`src/rtl/alu_seq.sv`:
```
// Registered WIDTH-bit ALU with persistent NZCV flags, carry-chained
// arithmetic, compare and a multi-cycle shift-add multiplier.
module alu_seq #(
    parameter int WIDTH = 8
) (
    input  logic             clk,
    input  logic             rst_n,
    input  logic             in_valid,
    output logic             in_ready,
    input  logic [3:0]       opcode,
    input  logic [WIDTH-1:0] a,
    input  logic [WIDTH-1:0] b,
    output logic [WIDTH-1:0] result,
    output logic             out_valid,
    output logic             flag_z,
    output logic             flag_n,
    output logic             flag_c,
    output logic             flag_v,
    output logic             err
);

    localparam int CW = (WIDTH > 1) ? $clog2(WIDTH) : 1;
    localparam int M  = WIDTH - 1;

    localparam logic [3:0] OP_ADD  = 4'd0;
    localparam logic [3:0] OP_SUB  = 4'd1;
    localparam logic [3:0] OP_MOVA = 4'd2;
    localparam logic [3:0] OP_SHL  = 4'd3;
    localparam logic [3:0] OP_SHR  = 4'd4;
    localparam logic [3:0] OP_AND  = 4'd5;
    localparam logic [3:0] OP_OR   = 4'd6;
    localparam logic [3:0] OP_XOR  = 4'd7;
    localparam logic [3:0] OP_ADC  = 4'd8;
    localparam logic [3:0] OP_SBC  = 4'd9;
    localparam logic [3:0] OP_ASR  = 4'd10;
    localparam logic [3:0] OP_MUL  = 4'd11;
    localparam logic [3:0] OP_CMP  = 4'd12;

    typedef enum logic {S_IDLE, S_MUL} state_t;

    state_t               r_state;
    logic [CW-1:0]        r_cnt;
    logic [2*WIDTH-1:0]   r_acc;
    logic [2*WIDTH-1:0]   r_mcand;
    logic [WIDTH-1:0]     r_mplier;
    logic [WIDTH-1:0]     r_result;
    logic                 r_z, r_n, r_c, r_v;
    logic                 r_out_valid;
    logic                 r_err;

    logic [WIDTH:0]       w_sum;
    logic [WIDTH:0]       w_dif;
    logic [WIDTH-1:0]     w_y;
    logic                 w_c;
    logic                 w_v;
    logic                 w_wr_y;
    logic                 w_wr_c;
    logic                 w_wr_v;
    logic                 w_rsv;
    logic                 w_cin_add;
    logic                 w_cin_sub;
    logic [2*WIDTH-1:0]   w_acc_nxt;

    // Carry/borrow-in is the flag as registered at the accept edge
    assign w_cin_add = (opcode == OP_ADC) & r_c;
    assign w_cin_sub = (opcode == OP_SBC) & r_c;
    assign w_sum = {1'b0, a} + {1'b0, b} + {{WIDTH{1'b0}}, w_cin_add};
    assign w_dif = {1'b0, b} - {1'b0, a} - {{WIDTH{1'b0}}, w_cin_sub};

    assign w_acc_nxt = r_acc + (r_mplier[0] ? r_mcand : '0);

    always_comb begin
        w_y    = '0;
        w_c    = 1'b0;
        w_v    = 1'b0;
        w_wr_y = 1'b1;
        w_wr_c = 1'b0;
        w_wr_v = 1'b0;
        w_rsv  = 1'b0;
        case (opcode)
            OP_ADD, OP_ADC: begin
                w_y    = w_sum[WIDTH-1:0];
                w_c    = w_sum[WIDTH];
                w_v    = (a[M] == b[M]) && (w_y[M] != a[M]);
                w_wr_c = 1'b1;
                w_wr_v = 1'b1;
            end
            OP_SUB, OP_SBC, OP_CMP: begin
                w_y    = w_dif[WIDTH-1:0];
                w_c    = w_dif[WIDTH];
                w_v    = (a[M] != b[M]) && (w_y[M] != b[M]);
                w_wr_c = 1'b1;
                w_wr_v = 1'b1;
                w_wr_y = (opcode != OP_CMP);
            end
            OP_MOVA: begin
                w_y    = a;
                w_wr_c = 1'b1;
                w_wr_v = 1'b1;
            end
            OP_SHL: begin
                w_y    = {a[WIDTH-2:0], 1'b0};
                w_c    = a[M];
                w_wr_c = 1'b1;
            end
            OP_SHR: begin
                w_y    = {1'b0, a[WIDTH-1:1]};
                w_c    = a[0];
                w_wr_c = 1'b1;
            end
            OP_ASR: begin
                w_y    = {a[M], a[WIDTH-1:1]};
                w_c    = a[0];
                w_wr_c = 1'b1;
            end
            OP_AND, OP_OR, OP_XOR: begin
                w_y    = (opcode == OP_AND) ? (a & b) :
                         (opcode == OP_OR)  ? (a | b) : (a ^ b);
                w_wr_c = 1'b1;
                w_wr_v = 1'b1;
            end
            OP_MUL: begin
                w_wr_y = 1'b0;
            end
            default: begin
                w_wr_y = 1'b0;
                w_rsv  = 1'b1;
            end
        endcase
    end

    always_ff @(posedge clk or negedge rst_n) begin
        if (!rst_n) begin
            r_state     <= S_IDLE;
            r_cnt       <= '0;
            r_acc       <= '0;
            r_mcand     <= '0;
            r_mplier    <= '0;
            r_result    <= '0;
            r_z         <= 1'b0;
            r_n         <= 1'b0;
            r_c         <= 1'b0;
            r_v         <= 1'b0;
            r_out_valid <= 1'b0;
            r_err       <= 1'b0;
        end else begin
            r_out_valid <= 1'b0;
            r_err       <= 1'b0;
            case (r_state)
                S_IDLE: begin
                    if (in_valid) begin
                        if (opcode == OP_MUL) begin
                            r_mcand  <= {{WIDTH{1'b0}}, a};
                            r_mplier <= b;
                            r_acc    <= '0;
                            r_cnt    <= '0;
                            r_state  <= S_MUL;
                        end else if (w_rsv) begin
                            r_out_valid <= 1'b1;
                            r_err       <= 1'b1;
                        end else begin
                            r_out_valid <= 1'b1;
                            if (w_wr_y) r_result <= w_y;
                            r_z <= (w_y == '0);
                            r_n <= w_y[M];
                            if (w_wr_c) r_c <= w_c;
                            if (w_wr_v) r_v <= w_v;
                        end
                    end
                end
                S_MUL: begin
                    r_acc    <= w_acc_nxt;
                    r_mcand  <= {r_mcand[2*WIDTH-2:0], 1'b0};
                    r_mplier <= {1'b0, r_mplier[WIDTH-1:1]};
                    r_cnt    <= r_cnt + 1'b1;
                    // Final iteration folds straight into the visible result
                    if (r_cnt == CW'(WIDTH - 1)) begin
                        r_result    <= w_acc_nxt[WIDTH-1:0];
                        r_z         <= (w_acc_nxt[WIDTH-1:0] == '0);
                        r_n         <= w_acc_nxt[M];
                        r_c         <= |w_acc_nxt[2*WIDTH-1:WIDTH];
                        r_v         <= 1'b0;
                        r_out_valid <= 1'b1;
                        r_state     <= S_IDLE;
                    end
                end
                default: r_state <= S_IDLE;
            endcase
        end
    end

    assign in_ready  = (r_state == S_IDLE);
    assign result    = r_result;
    assign out_valid = r_out_valid;
    assign err       = r_err;
    assign flag_z    = r_z;
    assign flag_n    = r_n;
    assign flag_c    = r_c;
    assign flag_v    = r_v;

endmodule
```
`config.mk`:
```
export PLATFORM = sky130hd
export DESIGN_NAME = alu_seq
export DESIGN_NICKNAME = d
export VERILOG_FILES = /design/src/rtl/alu_seq.sv
export SDC_FILE = /design/constraint.sdc
export NUM_CORES = 1
export LEC_CHECK = 0
export CAP_MARGIN = 20
export CORE_MARGIN = 3
export CORE_UTILIZATION = 40
export DETAILED_ROUTE_END_ITERATION = 6
export PLACE_DENSITY_LB_ADDON = 0.25
export SLEW_MARGIN = 15
export SYNTH_ARGS = -nofsm -noshare
export SYNTH_HDL_FRONTEND = slang
export SYNTH_SLANG_ARGS = --single-unit
```
`constraint.sdc`:
```
create_clock -name clk -period 6.9 [get_ports clk]
set_clock_uncertainty 0.05 [all_clocks]
set_input_delay 1.035 -clock clk [delete_from_list [all_inputs] [get_ports clk]]
set_output_delay 1.035 -clock clk [all_outputs]
set_load 0.01 [all_outputs]
```
# Word level (Yosys, flattened, before mapping)
# Index checks and enable logic that the tools add are counted.
# Widths: inputs -> output; s select.
[totals]
inputBits = 23
latchBits = 0
ramBits = 0
regBits = 58
out_inout_bits = 15
mem_bits_ro = 0
memories = 0
elab_cells = 130
[classes]
eq_ne = 26
order_cmp = 0
bitwise_logic = 6
n_div = 0
shift = 0
reduce_logical = 19
n_addsub = 6
n_mul = 0
muxes = 61
[op_table]
columns = ["operator", "n"]
rows = [
  ["$mux 16", 5],
  ["$mux 8", 9],
  ["$pmux 16 s2", 2],
  ["$pmux 8 s7", 1],
  ["$pmux 8 s2", 2],
  ["$mux 1", 30],
  ["$eq 4x4->1 const B", 5],
  ["$reduce_or 9->1", 2],
  ["$add 16x16->16", 1],
  ["$eq 4x3->1 const B", 4],
  ["$logic_not 8->1", 2],
  ["$pmux 1 s2", 8],
  ["$reduce_and 5->1", 3],
  ["$reduce_or 13->1", 1],
  ["$reduce_or 12->1", 1],
  ["$ne 2x1->1 const B", 5],
  ["$add 8x8->9", 1],
  ["$add 9x1->9", 1],
  ["$sub 8x8->9", 1],
  ["$sub 9x1->9", 1],
  ["$and 8x8->8", 1],
  ["$eq 4x2->1 const B", 2],
  ["$or 8x8->8", 1],
  ["$reduce_or 8->1", 1],
  ["19 further kinds", 28],
]

# Longest topological paths before layout
# Gate-level depths: netlist of run 1.
[depth]
ltp_word = 11
ltp_mapped = 13

# Worst setup path after synthesis of run 1
# Ideal clock, no wire load.
[synth_timing]
path_type = "input to register"
from = "in opcode[3]"
to = "reg r_n (netlist: flag_n)"
required_time_ps = 6725
path_buffers = 1
t_arrival_ps = 3703
path_slack_ps = 3023
path_stages = 12
setup_time_ps = 125
path_cell_list = "clkbuf_1 and2b_1 nand3_1 fa_1 inv_1 ha_1 o21ai_1 a2111oi_1 o21a_1 o311a_1 o41a_1 mux2_2"
[synth_between]
elab_chain_len = 8
word_cells_on_any_way = 31
classes_between = "add/sub: 2; eq/ne: 14; mux: 7; bitwise: 2; reduce/logical: 6"
[synth_lines]
columns = ["item", "line", "text"]
rows = [
  ["start: declaration", "10", "input logic [3:0] opcode,"],
  ["$eq 4x4->1 (tied with other cells)", "66, 80", ""],
  ["$and 1x1->1 (tied with other cells)", "66", "assign w_cin_sub = (opcode == OP_SBC) & r_c;"],
  ["$sub 9x1->9 (tied with other cells)", "68", "assign w_dif = {1'b0, b} - {1'b0, a} - {{WIDTH{1'b0}}, w_cin_sub};"],
  ["$pmux 8 s7", "80", "case (opcode)"],
  ["$mux 1", "158", "end else if (w_rsv) begin"],
  ["$mux 1", "152", "if (opcode == OP_MUL) begin"],
  ["$mux 1", "151", "if (in_valid) begin"],
  ["$pmux 1 s2", "149", "case (r_state)"],
  ["end signal: assignment", "165", "r_n <= w_y[M];"],
  ["end signal: assignment", "180", "r_n <= w_acc_nxt[M];"],
  ["end: declaration", "47", "logic r_z, r_n, r_c, r_v;"],
]
# Several ways; a longest one is shown, not always the timed one. The select of a mux whose other input is x is not followed.
# A chain may end at the register's enable or synchronous reset.

# Worst setup path in the final report of run 1
[layout_timing]
from = "in opcode[0]"
to = "reg r_result[7] (netlist: result[7])"
[layout_between]
elab_chain_len = 9
word_cells_on_any_way = 36
classes_between = "add/sub: 2; eq/ne: 16; mux: 9; bitwise: 2; reduce/logical: 7"
[layout_lines]
columns = ["item", "line", "text"]
rows = [
  ["$eq 4x4->1 (tied with other cells)", "66, 80", ""],
  ["$and 1x1->1 (tied with other cells)", "66", ""],
  ["$sub 9x1->9 (tied with other cells)", "68", ""],
  ["$pmux 8 s7", "80", ""],
  ["$mux 8", "163", "if (w_wr_y) r_result <= w_y;"],
  ["$mux 8", "158", ""],
  ["$mux 8", "152", ""],
  ["$mux 8", "151", ""],
  ["$pmux 8 s2", "149", ""],
  ["end signal: assignment", "163", ""],
  ["end signal: assignment", "178", "r_result <= w_acc_nxt[WIDTH-1:0];"],
  ["end: declaration", "46", "logic [WIDTH-1:0] r_result;"],
]
# Several ways; a longest one is shown, not always the timed one. The select of a mux whose other input is x is not followed.

==> impl_results.md, run 1 <==
- Status: completed
- Overflow after GRT: 0
- Slew Limit Fails: 0
- Drt pass-1 iters: 5
- Routability congestion estimate from global placement: 0.915
- VDD IR-drop max: 192 uV
- Num rows: 39
- Hold_buf cts: 0
- DRC errors left: 0
- Count of cell types in the netlist: 70
- Vias: 4,456
- First-pass GRT wire length: 22.0 mm
- First DRT Iteration DRCs: 366
- Final net count: 696
- Post-CTS resize count: 0
- Layout cells sized above 1: 0.0623
- Gate count of the mapped netlist: 594
- Worst Path Max Fanout: 32
- Crit path launch type: input port
- Boundary Pins: 38
- Fin crit period: 4.83 ns
- Syn_area_per_cell: 8.28 sq um
- Pwr Density: 301 nW/um^2
- Critical path data required time: 7.06 ns
- Postcts setup bufs: 0
- Yosys reg bits: 58
- CTS tree: yes
- Post-route ant nets: 0
- CORE AREA: 11,700 sq um
- WL per Instance: 17.9 um
- All-Layer GR Usage: 0.209
- Final HPWL DP: 10.4 mm
- Die Height: 117 um
- CP Capture Type: register
- Yosys warning count: 0
- WL final: 13.8 mm
- Clk Latency, worst-skew pair: 0.33 ns
- Chip width: 117 um
- Fin crit share: 0.701
- Number of flops mapped to enable cells by yosys: 0
- Class of the worst hold path: register to register
- Vias per inst: 5.79
- Ant diodes: 0
- Crit path launch: opcode[0]
- Max-cap violations: 0
- Syn nets: 669
- Slew headroom: 0.449
- Setup Viol. Count Final: 0
- Area after DPL: 5390 sq um
- P&R area growth vs syn: 16.0%
- Largest net degree at the start of global routing: 79
- Design area: 5710 sq um
- Top FF cell, synth: dfrtp_1
- Port bufs: 37
- Clk Tree Root Cell: clkbuf_16
- Start point of the worst hold path: result[5]$_DFFE_PN0P_
- Initial antenna violation count: 0
- Cell area after synthesis: 4920 sq um
- Worst R2R Start: r_mplier[0]$_DFFE_PN0P_
- Worst-Margin Slew: 0.822 ns
- RSZ-0062 raised after global routing: no
- Max Buffers Root-to-Sink: 2
- Total Neg Setup Slack: 0 ns
- Setup CP Type: input port to register
- Num CTS Buffers: 9
- Vias in the first global route: 4,082
- Leak: 2.59 nW
- Maximum operating frequency: 207 MHz
- Clock sinks: 58
- Post-synth ARST share: 1.00
- Die area: 13,700 sq um
- Initial Util: 0.420
- WP data arrival: 5.00 ns
- Max H-tree Level: 3
- Seq/Total Area, Yosys: 0.295
- Fin. Hold Viols: 0
- Clk slew on worst S/H paths: 0.05 ns
flip-flops by register name (all words and copies together), names as in the netlist, 3 cells and up:
| name | flops |
|---|---|
| r_mcand | 16 |
| result | 8 |
| r_acc | 16 |
| r_mplier | 8 |
| r_cnt | 3 |
power breakdown:
group          total, mW  internal [mW]  leakage, nW  switching [mW]
clock              0.455          0.299        0.149           0.157
sequential         0.554          0.463        0.775          0.0903
combinational      0.711          0.301         1.66           0.410
synthesized netlist by cell type, types with 3 or more instances:
library cell / count / area (sq um)
nand2_1: 79 / 297
dfrtp_1: 58 / 1450
o21ai_0: 55 / 275
ha_1: 47 / 588
nor2_1: 44 / 165
a21oi_1: 37 / 185
inv_1: 27 / 101
clkbuf_1: 18 / 67.6
and2_1: 17 / 106
nor3_1: 15 / 75.1
nand2b_1: 13 / 81.3
o21ai_1: 11 / 55.1
xnor2_1: 11 / 96.3
xor2_1: 9 / 78.8
a211oi_1: 8 / 60.1
and3_1: 7 / 43.8
mux2_2: 7 / 78.8
a21o_1: 6 / 45.0
a22o_1: 6 / 52.6
a22oi_1: 6 / 45.0
buf_2: 6 / 30.0
nand3_1: 6 / 30.0
a32oi_1: 5 / 43.8
fa_1: 5 / 100
nor2b_1: 5 / 31.3
o21a_1: 5 / 37.5
o31ai_1: 5 / 37.5
a221o_1: 4 / 40.0
a221oi_1: 4 / 35.0
nor4_1: 4 / 25.0
o211ai_1: 4 / 30.0
or3_1: 4 / 25.0
mux2i_1: 3 / 30.0
nand3b_1: 3 / 22.5
o2111ai_1: 3 / 26.3
o31a_1: 3 / 26.3
through the flow:
step / hold WS (ns) / cells / power (mW) / util / setup WS [ns]
floorplan: 0.403 / 594 / 1.01 / - / 3.02
global placement: 0.410 / 753 / 1.25 / 0.460 / 1.89
detailed placement: 0.424 / 753 / 1.27 / 0.460 / 1.75
CTS: 0.437 / 769 / 1.74 / 0.487 / 2.09
global route: 0.457 / 769 / 1.85 / 0.487 / 1.84
finish: 0.434 / 769 / 1.72 / 0.487 / 2.07
worst max-delay path, stage by stage:
cell and delay [ns]:
clkdlybuf4s50_1 0.45, buf_4 0.30, nor2b_1 0.64, nand3_1 0.19, fa_1 0.54, inv_1 0.05
ha_1 0.17, o21ai_1 0.22, a2111oi_1 0.12, o21a_1 0.21, o311a_1 0.34, o41a_1 0.44
mux2_2 0.27
worst paths after layout:
check	cells past startpoint	slack, ns	end
hold / removal	2	0.43	result[5]$_DFFE_PN0P_
setup reg to reg	10	3.49	flag_c$_DFFE_PN0P_
hold reg to reg	2	0.43	result[5]$_DFFE_PN0P_
min in group asynchronous	2	0.80	r_acc[13]$_DFFE_PN0P_
max in group asynchronous	2	5.47	r_state$_DFF_PN0_
setup / recovery	13	2.07	result[7]$_DFFE_PN0P_
layer usage:
metal | up-vias | track usage | share of wire
met2 | 104 | 0.295 | 0.43
met4 | 0 | 0.0528 | 0.011
met1 | 2143 | 0.319 | 0.51
li1 | 2197 | - | -
met3 | 12 | 0.0473 | 0.051
met5 | - | 0 | 0
logic make-up (layout without fill, tap and decap cells):
kind of cell,after synthesis,count (layout),synth area share
xor+xnor,21,21,0.0402
compound gates,188,188,0.250
simple gates,209,209,0.205
fa+ha+maj,52,52,0.140
flops,58,58,0.295
mux,11,11,0.0252
buf+inv,55,87,0.0450
placed cells by master (no fill, tap or decap), types with 11 or more instances in the layout:
cell type	count
nand2_1	79
dfrtp_1	57
o21ai_0	55
ha_1	47
nor2_1	44
a21oi_1	37
clkdlybuf4s50_1	36
inv_1	27
and2_1	17
nor3_1	15
nand2b_1	13
o21ai_1	11
xnor2_1	11
final cells by class:
class | instances | area [sq um]
multi-input cells | 481 | 3250
inverters | 28 | 105
clock inverters | 4 | 51.3
fillers | 1133 | 6000
flip-flops and latches | 58 | 1450
repair buffers | 43 | 410
clock buffers | 12 | 256
well taps | 143 | 179
Note: power is estimated with default switching activity, not from simulation.
==> inputs of run 2 (changes only) <==
clock period = 4.5 ns   (was 6.9 ns; I/O delays follow)
==> impl_results.md, run 2 (synthesized netlist as in run 1, its figures left out) <==
- Worst Path Max Fanout: 6
- Post-CTS resize count: 0
- Clk Latency, worst-skew pair: 0.32 ns
- Most common cell after layout, fill and taps aside: nand2_1
- Layout cells sized above 1: 0.0667
- Clk Tree Root Cell: clkbuf_16
- Maximum operating frequency: 257 MHz
- Pwr Density: 467 nW/um^2
- Fin crit period: 3.89 ns
- Post-route ant nets: 0
- P&R area growth vs syn: 17.0%
- Max-cap violations: 0
- Ant diodes: 0
- Clk slew on worst S/H paths: 0.05 ns
- Largest regs: r_acc x16, r_mcand x16
- Status: completed
- Num rows: 39
- Final net count: 700
- Final worst slack: 0.613 ns
- Design area: 5750 sq um
- WL per Instance: 17.9 um
- GRT met1 Usage: 0.316
- CORE AREA: 11,700 sq um
- Chip width: 117 um
- Vias in the first global route: 4,298
- Worst-Margin Slew: 0.793 ns
- Routability congestion estimate from global placement: 0.917
- Fin crit share: 0.864
- Pre-CTS setup slack: 0.361 ns
- Initial Util: 0.420
- Switching Fraction: 0.372
- Area after DPL: 5420 sq um
- FILL cells: 1,127
- R2R depth: 10
- Class of the worst hold path: input port to async pin
- Worst Path Buf+Inv: 1
- Num CTS Buffers: 9
- First DRT Iteration DRCs: 346
- Max H-tree Level: 3
- FF-to-FF End: flag_c$_DFFE_PN0P_
- Total Neg Setup Slack: 0 ns
- WP data arrival: 4.04 ns
- Setup CP Type: input port to register
- CTS tree: yes
- GR Util met2: 0.324
- Worst path slowest cell: clkdlybuf4s50_1
- Slew headroom: 0.468
- Largest net degree at the start of global routing: 79
- CP Cell Sequence: clkdlybuf4s50_1 > nor2b_1 > nand3_1 > fa_1 > ha_1 > o21ai_1 > a2111oi_1 > o21a_1 > o21ai_1 > o311a_1 > o41a_1 > mux2_2
- VDD IR-drop max: 219 uV
- Critical path data required time: 4.65 ns
- Vias per inst: 5.79
- Crit path launch type: input port
- Drt pass-1 iters: 4
- RSZ-0062 raised after global routing: no
- Die area: 13,700 sq um
- Placed insts: 757
- Slew Limit Fails: 0
- Critical Path Sink: flag_n$_DFFE_PN0P_
- All-Layer GR Usage: 0.211
- Final HPWL DP: 10.5 mm
- Non-Filler Instances: 773
- Reg2Reg Setup Slack: 1.12 ns
- Die Height: 117 um
- Crit path launch: opcode[0]
- Clock share of power: 0.278
- Fin. Hold Viols: 0
- DRC errors left: 0
- Crit path depth: 12
- Max stage delay on crit path: 0.59 ns
- GR peak layer: met2
- Logic pwr share: 0.404
- P_int: 1.68 mW
- Leak: 2.62 nW
- GRT met3 Usage: 0.0262
- WL final: 13.8 mm
- Vias: 4,472
- Boundary Pins: 38
- NetSw: 1.00 mW
- Initial antenna violation count: 0
- Port bufs: 37
- Worst R2R Start: r_mplier[0]$_DFFE_PN0P_
- Postcts setup bufs: 0
- CP Capture Type: register
- Overflow after GRT: 0
- Max Buffers Root-to-Sink: 2
- Clock sinks: 58
- Most common cell on crit path: o21ai_1
- First-pass GRT wire length: 22.7 mm
- Setup Viol. Count Final: 0
- Critical path's top delay family: compound AO/OA/AOI/OAI gates
- Sequential Power Share: 0.318
- Hold_buf cts: 0
- Most frequent cells in the layout: 79 x nand2_1, 57 x dfrtp_1, 55 x o21ai_0
[run 2: cell types whose count changed in the layout (fill, tap and decap cells not counted)]
cell | before | now
clkinvlp_4 | 1 | 0
bufinv_16 | 1 | 2
buf_4 | 6 | 10
nor4bb_2 | 1 | 0
nor4bb_1 | 0 | 1
[run 2: through the flow]
| step | hold slack, ns | power [mW] | util |
|---|---|---|---|
| 4_1_cts | 0.282 | 2.70 | 0.491 |
| 3_5_place_dp | 0.429 | 1.94 | 0.463 |
| 5_1_grt | 0.301 | 2.89 | 0.491 |
| 3_3_place_gp | 0.413 | 1.92 | 0.463 |
| 2_1_floorplan | 0.329 | 1.56 | - |
| 6_report | 0.260 | 2.68 | 0.491 |
[run 2: how the worst min path moves through the flow]
stage	from	slack (ns)	depth (start not counted)	endpoint
final	rst_n	0.26	1	r_acc[14]$_DFFE_PN0P_
after detailed placement	r_acc[12]$_DFFE_PN0P_	0.43	2	r_acc[12]$_DFFE_PN0P_
after global placement	flag_v$_DFFE_PN0P_	0.41	2	flag_v$_DFFE_PN0P_
after global routing	rst_n	0.30	1	r_acc[14]$_DFFE_PN0P_
after floorplan	rst_n	0.33	0	err$_DFF_PN0_
after CTS	rst_n	0.28	1	r_acc[14]$_DFFE_PN0P_
[run 2: cell type report]
type / count / area (sq um) / area share
multi-input cells: 481 / 3250 / 0.564
flip-flops and latches: 58 / 1450 / 0.253
repair buffers: 47 / 440 / 0.0766
clock buffers: 12 / 256 / 0.0446
well taps: 143 / 179 / 0.0311
inverters: 28 / 105 / 0.0183
clock inverters: 4 / 73.8 / 0.0128
[run 2: power groups by stage]
| stage | clock [mW] | combinational [mW] | sequential (mW) |
|---|---|---|---|
| final | 0.746 | 1.08 | 0.853 |
| after global placement | 0 | 1.07 | 0.849 |
| after CTS | 0.755 | 1.09 | 0.852 |
| after global routing | 0.786 | 1.22 | 0.880 |
| after floorplan | 0 | 0.721 | 0.834 |
| after detailed placement | 0 | 1.08 | 0.858 |
[run 2: per-layer routing]
metal  up-vias  wire, um  share of wire
li1       2201         -              -
met1      2146      6770           0.49
met2       114      6210           0.45
met3        11       690          0.050
met4         0       178          0.013
met5         -         0              0
[run 2: worst register-to-register path, cell delays in order (launching register included)]
cell and delay (ns):
dfrtp_1 0.54, and2_1 0.25, ha_1 0.21, fa_1 0.43, a211oi_1 0.32, o21ai_1 0.22, a2111o_1 0.43, a21oi_1 0.19
o22ai_1 0.11, nor4_1 0.40, o21ai_1 0.09
==> inputs of run 3 (changes only) <==
CTS_BUF_LIST = sky130_fd_sc_hd__clkbuf_4 sky130_fd_sc_hd__clkbuf_8   (was not set)
==> impl_results.md, run 3 (synthesized netlist as in run 1, its figures left out) <==
- Fin. Hold Viols: 0
- Class of the worst hold path: input port to async pin
- Largest regs: r_acc x16, r_mcand x16
- Final HPWL DP: 10.5 mm
- Critical path's top delay family: compound AO/OA/AOI/OAI gates
- Clk slew on worst S/H paths: 0.07 ns
- Pwr Density: 440 nW/um^2
- Sequential Power Share: 0.341
- CP Capture Type: register
- Port bufs: 37
- Critical path data required time: 4.67 ns
- Postcts setup bufs: 0
- Vias in the first global route: 4,274
- Slew headroom: 0.451
- Die Height: 117 um
- RSZ-0062 raised after global routing: no
- Most common cell after layout, fill and taps aside: nand2_1
- WP data arrival: 4.04 ns
- Vias: 4,466
- Crit path launch type: input port
- Max Buffers Root-to-Sink: 2
- Clock sinks: 58
- Post-route ant nets: 0
- Chip width: 117 um
- Initial antenna violation count: 0
- Hold_buf cts: 0
- Post-CTS resize count: 0
- Setup CP Type: input port to register
- P&R area growth vs syn: 15.0%
- Most common cell on crit path: o21ai_1
- Vias per inst: 5.78
- Clk Latency, worst-skew pair: 0.34 ns
- Worst-Margin Slew: 0.818 ns
- Most frequent cells in the layout: 79 x nand2_1, 57 x dfrtp_1, 55 x o21ai_0
- Worst Path Max Fanout: 6
- All-Layer GR Usage: 0.208
- Max H-tree Level: 3
- DRC errors left: 0
- Final hold slack: 0.240 ns
- Setup Viol. Count Final: 0
- Die area: 13,700 sq um
- Status: completed
- Placed insts: 757
- Num rows: 39
- Final net count: 700
- Non-Filler Instances: 773
- Overflow after GRT: 0
- CTS tree: yes
- Routability congestion estimate from global placement: 0.917
- Leak: 2.58 nW
- Max-cap violations: 0
- P_int: 1.52 mW
- WL final: 13.8 mm
- Num CTS Buffers: 9
- WL per Instance: 17.8 um
- Worst Path Buf+Inv: 1
- Fin crit period: 3.87 ns
- Total Neg Setup Slack: 0 ns
- NetSw: 0.971 mW
- Layout cells sized above 1: 0.0683
- Slew Limit Fails: 0
- Worst path slowest cell: clkdlybuf4s50_1
- Logic pwr share: 0.435
- Switching Fraction: 0.390
- Area after DPL: 5420 sq um
- VDD IR-drop max: 253 uV
- Max stage delay on crit path: 0.60 ns
- Final worst slack: 0.632 ns
- Boundary Pins: 38
- Drt pass-1 iters: 5
- Maximum operating frequency: 259 MHz
- Initial Util: 0.420
- First-pass GRT wire length: 22.5 mm
- Design area: 5660 sq um
- Fin crit share: 0.860
- FILL cells: 1,134
- First DRT Iteration DRCs: 309
- Pre-CTS setup slack: 0.361 ns
- CORE AREA: 11,700 sq um
- CP Cell Sequence: clkdlybuf4s50_1 > nor2b_1 > nand3_1 > fa_1 > ha_1 > o21ai_1 > a2111oi_1 > o21a_1 > o21ai_1 > o311a_1 > o41a_1 > mux2_2
- Clk Tree Root Cell: clkbuf_8
- Largest net degree at the start of global routing: 79
- Clock share of power: 0.224
- Ant diodes: 0
run 3: worst paths after layout:
check / start / end / slack, ns / cells after the start
min: rst_n / r_acc[14]$_DFFE_PN0P_ / 0.24 / 1
max reg2reg: r_mplier[0]$_DFFE_PN0P_ / flag_c$_DFFE_PN0P_ / 1.13 / 10
min reg2reg: r_cnt[0]$_DFFE_PN0P_ / r_cnt[0]$_DFFE_PN0P_ / 0.43 / 1
max in group asynchronous: rst_n / r_state$_DFF_PN0_ / 3.28 / 2
min in group clk: r_cnt[0]$_DFFE_PN0P_ / r_cnt[0]$_DFFE_PN0P_ / 0.43 / 1
max: opcode[0] / flag_n$_DFFE_PN0P_ / 0.63 / 12
run 3: power groups by stage:
| stage | registers [mW] | logic (mW) | clock network, mW |
|---|---|---|---|
| after floorplan | 0.834 | 0.721 | 0 |
| after global placement | 0.849 | 1.07 | 0 |
| after detailed placement | 0.858 | 1.08 | 0 |
| after CTS | 0.850 | 1.09 | 0.569 |
| after global routing | 0.878 | 1.22 | 0.595 |
| final | 0.849 | 1.08 | 0.558 |
run 3: routing by layer:
metal	vias up	GRT usage	wire length [um]
li1	2200	-	-
met1	2131	0.314	6860
met2	124	0.316	6100
met3	11	0.0308	671
met4	0	0.0466	163
met5	-	0	0
run 3: area by class of cell:
type,count,area [sq um],area share
multi-input combinational,481,3250,0.574
sequential,58,1450,0.257
timing repair buffer,47,440,0.0779
tap,143,179,0.0316
clock buffer,12,159,0.0281
inverter,28,105,0.0186
clock inverter,4,73.8,0.0131
run 3: through the flow:
step                      power [mW]   util
after CTS                       2.51  0.483
after floorplan                 1.56      -
after detailed placement        1.94  0.463
after global placement          1.92  0.463
final                           2.49  0.483
after global routing            2.69  0.483
run 3: worst register-to-register path, cell delays in order (launching register included):
cell	delay (ns)
dfrtp_1	0.54
and2_1	0.25
ha_1	0.21
fa_1	0.43
a211oi_1	0.32
o21ai_1	0.22
a2111o_1	0.43
a21oi_1	0.18
o22ai_1	0.11
nor4_1	0.40
o21ai_1	0.09
